`config.mk`:
```
export PLATFORM = sky130hd
export DESIGN_NAME = mips_div_sequencer
export DESIGN_NICKNAME = d
export VERILOG_FILES = /design/src/rtl/mips_div_sequencer.sv
export SDC_FILE = /design/constraint.sdc
export NUM_CORES = 1
export LEC_CHECK = 0
export ABC_AREA = 1
export CAP_MARGIN = 30
export CORE_MARGIN = 2
export CORE_UTILIZATION = 48
export DETAILED_ROUTE_END_ITERATION = 8
export PLACE_DENSITY = 0.69
export SYNTH_ARGS = -nofsm -noshare
export SYNTH_HDL_FRONTEND = slang
export SYNTH_SLANG_ARGS = --single-unit
```
`constraint.sdc`:
```
create_clock -name clk -period 9 [get_ports clk]
set_input_delay 1.35 -clock clk [delete_from_list [all_inputs] [get_ports clk]]
set_output_delay 1.35 -clock clk [all_outputs]
set_load 0.02 [all_outputs]
```
`src/rtl/mips_div_sequencer.sv`:
```
// Multi-cycle DIV/DIVU controller for the MIPS core.
// Runs a restoring shift-subtract divide over WIDTH iterations and owns HI/LO.
// It holds the pipeline stalled until HI/LO carry the final result.
module mips_div_sequencer #(
   parameter int WIDTH = 32
) (
   input  logic             clk,
   input  logic             rst,
   input  logic             start,
   input  logic             is_signed,
   input  logic [WIDTH-1:0] rs_val,
   input  logic [WIDTH-1:0] rt_val,
   output logic             stall,
   output logic             busy,
   output logic             done,
   output logic             div_zero,
   output logic [WIDTH-1:0] hi,
   output logic [WIDTH-1:0] lo
);

   localparam int CW = (WIDTH > 1) ? $clog2(WIDTH) : 1;

   typedef enum logic [2:0] {
      S_IDLE,
      S_PREP,
      S_ITER,
      S_FIX,
      S_DONE
   } state_t;

   state_t           state_q;
   logic [CW-1:0]    cnt_q;
   logic             sgn_q;
   logic             qneg_q;
   logic             rneg_q;
   logic [WIDTH-1:0] dvd_q;
   logic [WIDTH-1:0] dvs_q;
   logic [WIDTH-1:0] rem_q;
   logic [WIDTH-1:0] quo_q;
   logic [WIDTH-1:0] hi_q;
   logic [WIDTH-1:0] lo_q;
   logic             dz_q;
   logic             stall_q;
   logic             busy_q;
   logic             done_q;

   logic [WIDTH-1:0] dvd_mag_d;
   logic [WIDTH-1:0] dvs_mag_d;
   logic [WIDTH:0]   shift_d;
   logic [WIDTH:0]   diff_d;
   logic [WIDTH-1:0] rem_d;
   logic [WIDTH-1:0] quo_d;

   // Operand magnitudes and one restoring iteration step.
   // The trial difference is WIDTH+1 bits: the shifted remainder is below
   // twice the divisor, so the top bit of the difference is its sign.
   always_comb begin
      dvd_mag_d = (sgn_q && dvd_q[WIDTH-1]) ? -dvd_q : dvd_q;
      dvs_mag_d = (sgn_q && dvs_q[WIDTH-1]) ? -dvs_q : dvs_q;
      shift_d   = {rem_q, quo_q[WIDTH-1]};
      diff_d    = shift_d - {1'b0, dvs_q};
      if (!diff_d[WIDTH]) begin
         rem_d = diff_d[WIDTH-1:0];
         quo_d = {quo_q[WIDTH-2:0], 1'b1};
      end else begin
         rem_d = shift_d[WIDTH-1:0];
         quo_d = {quo_q[WIDTH-2:0], 1'b0};
      end
   end

   // Divide FSM with registered status outputs and HI/LO ownership.
   always_ff @(posedge clk) begin
      if (rst) begin
         state_q <= S_IDLE;
         cnt_q   <= '0;
         hi_q    <= '0;
         lo_q    <= '0;
         dz_q    <= 1'b0;
         stall_q <= 1'b0;
         busy_q  <= 1'b0;
         done_q  <= 1'b0;
      end else begin
         done_q <= 1'b0;
         case (state_q)
            S_IDLE, S_DONE: begin
               if (start) begin
                  dvd_q   <= rs_val;
                  dvs_q   <= rt_val;
                  sgn_q   <= is_signed;
                  state_q <= S_PREP;
                  stall_q <= 1'b1;
                  busy_q  <= 1'b1;
               end else begin
                  state_q <= S_IDLE;
                  stall_q <= 1'b0;
                  busy_q  <= 1'b0;
               end
            end
            S_PREP: begin
               if (dvs_q == '0) begin
                  // Divide by zero: raw dividend to HI, all ones to LO.
                  hi_q    <= dvd_q;
                  lo_q    <= '1;
                  dz_q    <= 1'b1;
                  done_q  <= 1'b1;
                  stall_q <= 1'b0;
                  state_q <= S_DONE;
               end else begin
                  quo_q   <= dvd_mag_d;
                  dvs_q   <= dvs_mag_d;
                  rem_q   <= '0;
                  qneg_q  <= sgn_q & (dvd_q[WIDTH-1] ^ dvs_q[WIDTH-1]);
                  rneg_q  <= sgn_q & dvd_q[WIDTH-1];
                  cnt_q   <= CW'(WIDTH - 1);
                  state_q <= S_ITER;
               end
            end
            S_ITER: begin
               rem_q <= rem_d;
               quo_q <= quo_d;
               if (cnt_q == '0) begin
                  state_q <= S_FIX;
               end else begin
                  cnt_q <= cnt_q - 1'b1;
               end
            end
            S_FIX: begin
               // Quotient truncates toward zero; remainder follows the dividend.
               lo_q    <= qneg_q ? -quo_q : quo_q;
               hi_q    <= rneg_q ? -rem_q : rem_q;
               dz_q    <= 1'b0;
               done_q  <= 1'b1;
               stall_q <= 1'b0;
               state_q <= S_DONE;
            end
            default: begin
               state_q <= S_IDLE;
               stall_q <= 1'b0;
               busy_q  <= 1'b0;
            end
         endcase
      end
   end

   assign stall    = stall_q;
   assign busy     = busy_q;
   assign done     = done_q;
   assign div_zero = dz_q;
   assign hi       = hi_q;
   assign lo       = lo_q;

endmodule

```
# Word level (Yosys, flattened, before mapping)

Cells that the tools add are included.
W data, S select, Z words.

$add $sub $neg: 6
Multiply operators: 0
Divide/modulo/power cells: 0
Order comparisons: 0
Equality and inequality tests: 10
Shifts and indexed selects: 0
Multiplexer cells: 32
Bitwise operators: 6
Reduce and logical (&&, ||, !) cells: 17

Operators by type and width:

| kind                  | number |
|---|---|
| $mux W32              | 11 |
| $pmux W32 S2          | 5 |
| $neg A32 Y32          | 4 |
| $sub A33 B32 Y33      | 1 |
| $logic_not A32 Y1     | 1 |
| $ne A2 B2 Y1 const B  | 6 |
| $pmux W3 S4           | 1 |
| $reduce_and A3 Y1     | 4 |
| $mux W5               | 2 |
| $pmux W5 S2           | 1 |
| $eq A3 B2 Y1 const B  | 2 |
| $mux W1               | 6 |
| $mux W3               | 2 |
| $pmux W1 S2           | 3 |
| $reduce_bool A2 Y1    | 3 |
| $logic_not A5 Y1      | 1 |
| $reduce_and A5 Y1     | 1 |
| $sub A5 B1 Y5 const B | 1 |
| $reduce_and A2 Y1     | 2 |
| $eq A3 B1 Y1 const B  | 1 |
| $eq A3 B3 Y1 const B  | 1 |
| $logic_not A3 Y1      | 1 |
| $not A1 Y1            | 3 |
| $pmux W1 S3           | 1 |
| 5 further kinds       | 7 |

Register bits after elaboration: 207
Bits in latches: 0
RAM bits: 0
Bits in read-only memories: 0
Input bits: 68
Output and inout port bits: 68
Logic and storage cells: 86
Memories: 0

# Logic depth before layout (Yosys ltp)

Depth after elaboration: 4
Gate-level depth with buffers: 17
Mapped depth without buffers: 16

# Worst setup path before layout

OpenSTA, ideal clock, no wires.

Kind: input to register
From: input rst
To: register quo_q[0], enable pin
Library setup time: 507 ps
Arrival time: 4669 ps
Required time: 8493 ps
Slack: 3824 ps
Stages on the path: 2
Path buffers: 1
Cells stage by stage: clkbuf_1 > a21oi_1

Word-level cells in the longest chain between the ends: 2

Ends and longest elaborated chain:

| element                     | line | text |
|---|---|---|
| start, declared             | 8    | `input logic rst,` |
| $not A1 Y1 (no line)        | --   |  |
| $reduce_and A3 Y1 (no line) | --   |  |
| end signal, assigned        | 109  | `quo_q <= dvd_mag_d;` |
| end signal, assigned        | 120  | `quo_q <= quo_d;` |
| end, declared               | 39   | `logic [WIDTH-1:0] quo_q;` |

No other way between the ends.
A chain may end at the register's enable or synchronous reset.

# Worst setup path after layout

From: register state_q[2]
To: register quo_q[27], enable pin

Word-level cells in the longest chain between the ends: 3
Elaborated cells between the ends (all ways): 5
Those cells by class: eq/ne (3); reduce/logical (2)

Ends and longest elaborated chain:

| element                                                             | line | text |
|---|---|---|
| start, declared                                                     | 31   | `state_t state_q;` |
| start signal, assigned                                              | 74   | `state_q <= S_IDLE;` |
| start signal, assigned                                              | 90   | `state_q <= S_PREP;` |
| start signal, assigned                                              | 94   | `state_q <= S_IDLE;` |
| $eq A3 B1 Y1 / $eq A3 B2 Y1 (equally long branches)                 | 84   | `case (state_q)` |
| $ne A2 B2 Y1 (no line) / $reduce_bool A2 Y1 (equally long branches) | --   |  |
| $reduce_and A3 Y1 (no line) *                                       | --   |  |

Every way passes the cells marked *; elsewhere a longest branch is shown, timed or not.

==> impl.org <==
** Final layout
- The layout has 2910 filler cells.
- Compared with the post-synthesis result, the final layout area differs by 17.7%.
- # diodes :: 0
- With fillers left out, the area of the finished cells amounts to 0.0171 mm^2.
- At the end of the flow, the number of nets in the layout was 2391.
- The library cell used most frequently in the layout, excluding fill and tap cells, is nand2_1.
- The library cells used most frequently in the layout, excluding fill and tap cells, are 670 x nand2_1, 299 x inv_1, 257 x nor2_1.
- Cells fill 57.5% of the core in the end.
- Share of post-route cells with drive strength above 1 :: 4.95%
- The finished layout holds 2692 standard cells, fillers aside.

** Synthesis
- Netlist area before placement :: 0.0145 mm^2
- Of all flip-flops after synthesis, the portion carrying an async set or reset was 0%.
- Prevailing post-synth register cell :: edfxtp_1
- In the synthesized netlist, the number of instances is 2166.
- Averaged over all synthesized cells, the footprint is 6.71 um^2.
- Counting flops and latches in the post-synthesis netlist gives 207.
- Summing the sequential cell areas from Yosys gives 37.6% of the chip area.
- Yosys attributes the largest share of cell area to edfxtp_1 27%, nand2_1 17%, dfxtp_1 10%.
- Summed over its instances, the top area cell type makes up 27.1% of the synthesized netlist area.
- The synthesized design spends more area on one cell type than any other, namely edfxtp_1.
- Number of nets in the synthesized netlist :: 2273
- For this run, the number of Yosys warnings is 0.
- Number of library cell types mapped by synthesis :: 50
- Counting flops with a built-in enable in the synthesized netlist gives 131.

** Placed design
- Placer congestion estimate :: 0.921
- In this run the cell area measured after placement is 0.0162 mm^2.
- Setup slack after placement :: 5.37 ns
- Number of port buffers :: 135
- DP HPWL :: 34800 um
- Once placement completed, the tool counted placed cells totaling 2646.

** Timing
- The number of slew-limit violations in the final report came to 0.
- Static timing analysis puts the maximum clock frequency at 292 MHz.
- In this run the tightest slew margin relative to its limit is 37.1%.
- Setup slack after layout :: 5.58 ns
- Setup violations remaining at the end of the flow were counted as 0.
- At the pin with the least slew margin, the transition time is 0.942 ns.
- The worst path needs 3.42 ns of the cycle, external delays included.
- Hold Fails Final Rpt :: 0
- Final total negative setup slack :: 0 ns
- Setup repair after global routing left no endpoint under its margin.
- Hold is met by 0.453 ns.
- Portion of the clock cycle consumed by the worst path in the final layout :: 38.0%
- On the final layout, the worst clock skew is 0.0124 ns.

** Min path
- Class of the most critical hold timing path :: reg2reg

** Drt
- The first TritonRoute pass finished after 6 iterations.
- The count of nets left with antenna violations once routing finished came out at 0.
- Detailed Route Iter0 Violations :: 1458
- Routed len/inst :: 16.7 um
- The final layout contains routed wiring with a total length of 44900 um.
- For this run, design rule violations remaining after detail routing come to 0.
- Detailed routing inserted a total of 14485 vias.
- Using the TritonRoute via totals, the vias-per-cell ratio works out to 5.38.

** Power
- Of the total power, registers draw 38.0%.
- Fraction of power spent switching nets :: 35.0%
- Power, Total :: 3.20 mW
- IR analysis of the VDD net gives a maximum drop of 0.153 mV.
- Clock power frac :: 33.0%
- Power per cell area :: 187 mW/mm^2
- The share of total power dissipated in combinational logic is 29.0%.
- The internal power of the cells totals 2.08 mW.
- Reported net switching power :: 1.12 mW
- Leakage power :: 7.96 nW

** Clock tree
- Clock tree synthesis selected as its root buffer the cell clkbuf_16.
- Post-CTS Setup Bufs :: 0
- H-tree level count :: 1
- Clock transition at path regs :: 0.06 ns
- For this design, the CTS-stage hold fixing added 0 buffers.
- Clk Latency, worst-skew pair :: 0.54 ns
- In this run, CTS created clock tree buffers numbering 25.
- Number of buffers between clock root and the deepest sink :: 3
- TritonCTS clock tree :: done
- Number of instances resized during post-cts repair :: 0
- Sinks on Clock Net :: 207

** Outcome
- Status :: finished clean

** GRT
- Total gr overflow :: 0
- The number of antenna violations at the first check in global routing is 1.
- The number of global-route vias before repair is 13310.
- The first global-routing pass estimated 71400 um of wire.
- Global routing used 28.5% of the available tracks.
- Pin count of the biggest net entering global routing :: 65

** Setup path
- Cells along the critical path :: inv_2 -> nand3_2 -> inv_2 -> nand2_1 -> a21oi_4 -> buf_4
- Largest driver fanout on the critical path :: 64
- STA classifies the critical path endpoint as a flip-flop.
- The largest single stage delay on the critical path is 0.71 ns.
- Worst path buffer plus inverter count :: 3
- STA puts the critical path data required time at 9.16 ns.
- The largest individual stage delay along the critical path comes from the cell nand3_2.
- Category of the critical setup timing path :: reg2reg
- Cell family contributing the most delay on the critical path :: buffers and inverters
- Cell mode on critical path :: inv_2
- Crit path DAT :: 3.57 ns
- Critical path launch point type :: flip-flop

** Floorplanning
- Height of the die :: 178 um
- The floorplan step set the die width to 178 um.
- Initial Utilization :: 48.9%
- The core region is 0.0297 mm^2.
- In this run the core area contains 63 standard-cell rows.
- Pin placement for this block handled 136 I/O pins.
- Die outline area :: 0.0317 mm^2

** Run
- Across the run, the number of max-cap violations was 0.
final timing paths:
| kind | end | start | slack (ns) | cells past startpoint |
|---|---|---|---|---|
| max | quo_q[27] | state_q[2] | 5.58 | 6 |
| min | hi[16] | hi[16] | 0.45 | 2 |
| max reg2reg | quo_q[27] | state_q[2] | 5.58 | 6 |
| min reg2reg | hi[16] | hi[16] | 0.45 | 2 |
registers in the layout, indices dropped and copies added, names as in the netlist:
name and cells:
dvs_q 32, rneg_q 1, div_zero 1, dvd_q 32, lo 32, sgn_q 1, stall 1, hi 32
done 1, qneg_q 1, cnt_q 5, state_q 3, quo_q 32, rem_q 32, busy 1
power by group through the flow:
stage | Clock, mW | Sequential, mW | Combinational, mW
finish | 1.06 | 1.22 | 0.930
global route | 1.11 | 1.22 | 1.05
CTS | 1.07 | 1.21 | 0.921
detailed placement | 0 | 1.23 | 0.914
global placement | 0 | 1.23 | 0.900
floorplan | 0 | 1.22 | 0.658
per-layer routing:
layer | GRT usage, % | part of all wire (%) | up-vias
met5 | 0 | 0 | -
met4 | 6.11 | 1.9 | 0
met3 | 3.38 | 8.5 | 69
met2 | 44.5 | 43 | 587
met1 | 42.4 | 46 | 6636
li1 | - | - | 7193
synth_stat cells (31+ instances only):
| master | n |
|---|---|
| clkbuf_1 | 36 |
| nor3_1 | 31 |
| ha_1 | 38 |
| edfxtp_1 | 131 |
| nor2_1 | 258 |
| dfxtp_1 | 76 |
| o21ai_0 | 138 |
| nand2_1 | 670 |
| nand3_1 | 207 |
| a21oi_1 | 67 |
| inv_1 | 300 |
| xor2_1 | 51 |
worst register-to-register path, delay by kind of cell, from the launching register on:
kind | cells | cell delay (ns)
and+or+nand+nor | 2 | 0.97
buffers and inverters | 3 | 1.48
AOI/OAI and AO/OA | 1 | 0.16
DFF | 1 | 0.39
logic make-up after synthesis:
kind of cell / after synthesis / synth area share [%]
and+or+nand+nor: 1250 / 36.6
buffers and inverters: 369 / 9.98
AOI/OAI and AO/OA: 244 / 9.05
DFF: 207 / 37.6
xor gates and xnor gates: 57 / 3.44
adders and majority gates: 39 / 3.41
area by class of cell:
cell class	instances	area, um^2	share of cell area [%]
repair buffers	146	1450	8.46
well taps	390	488	2.86
flip-flops and latches	207	5460	31.9
clock buffers	36	731	4.28
multi-input cells	1590	7660	44.8
clock inverters	9	121	0.710
inverters	314	1180	6.93
Power figures use the tool's default switching activity.
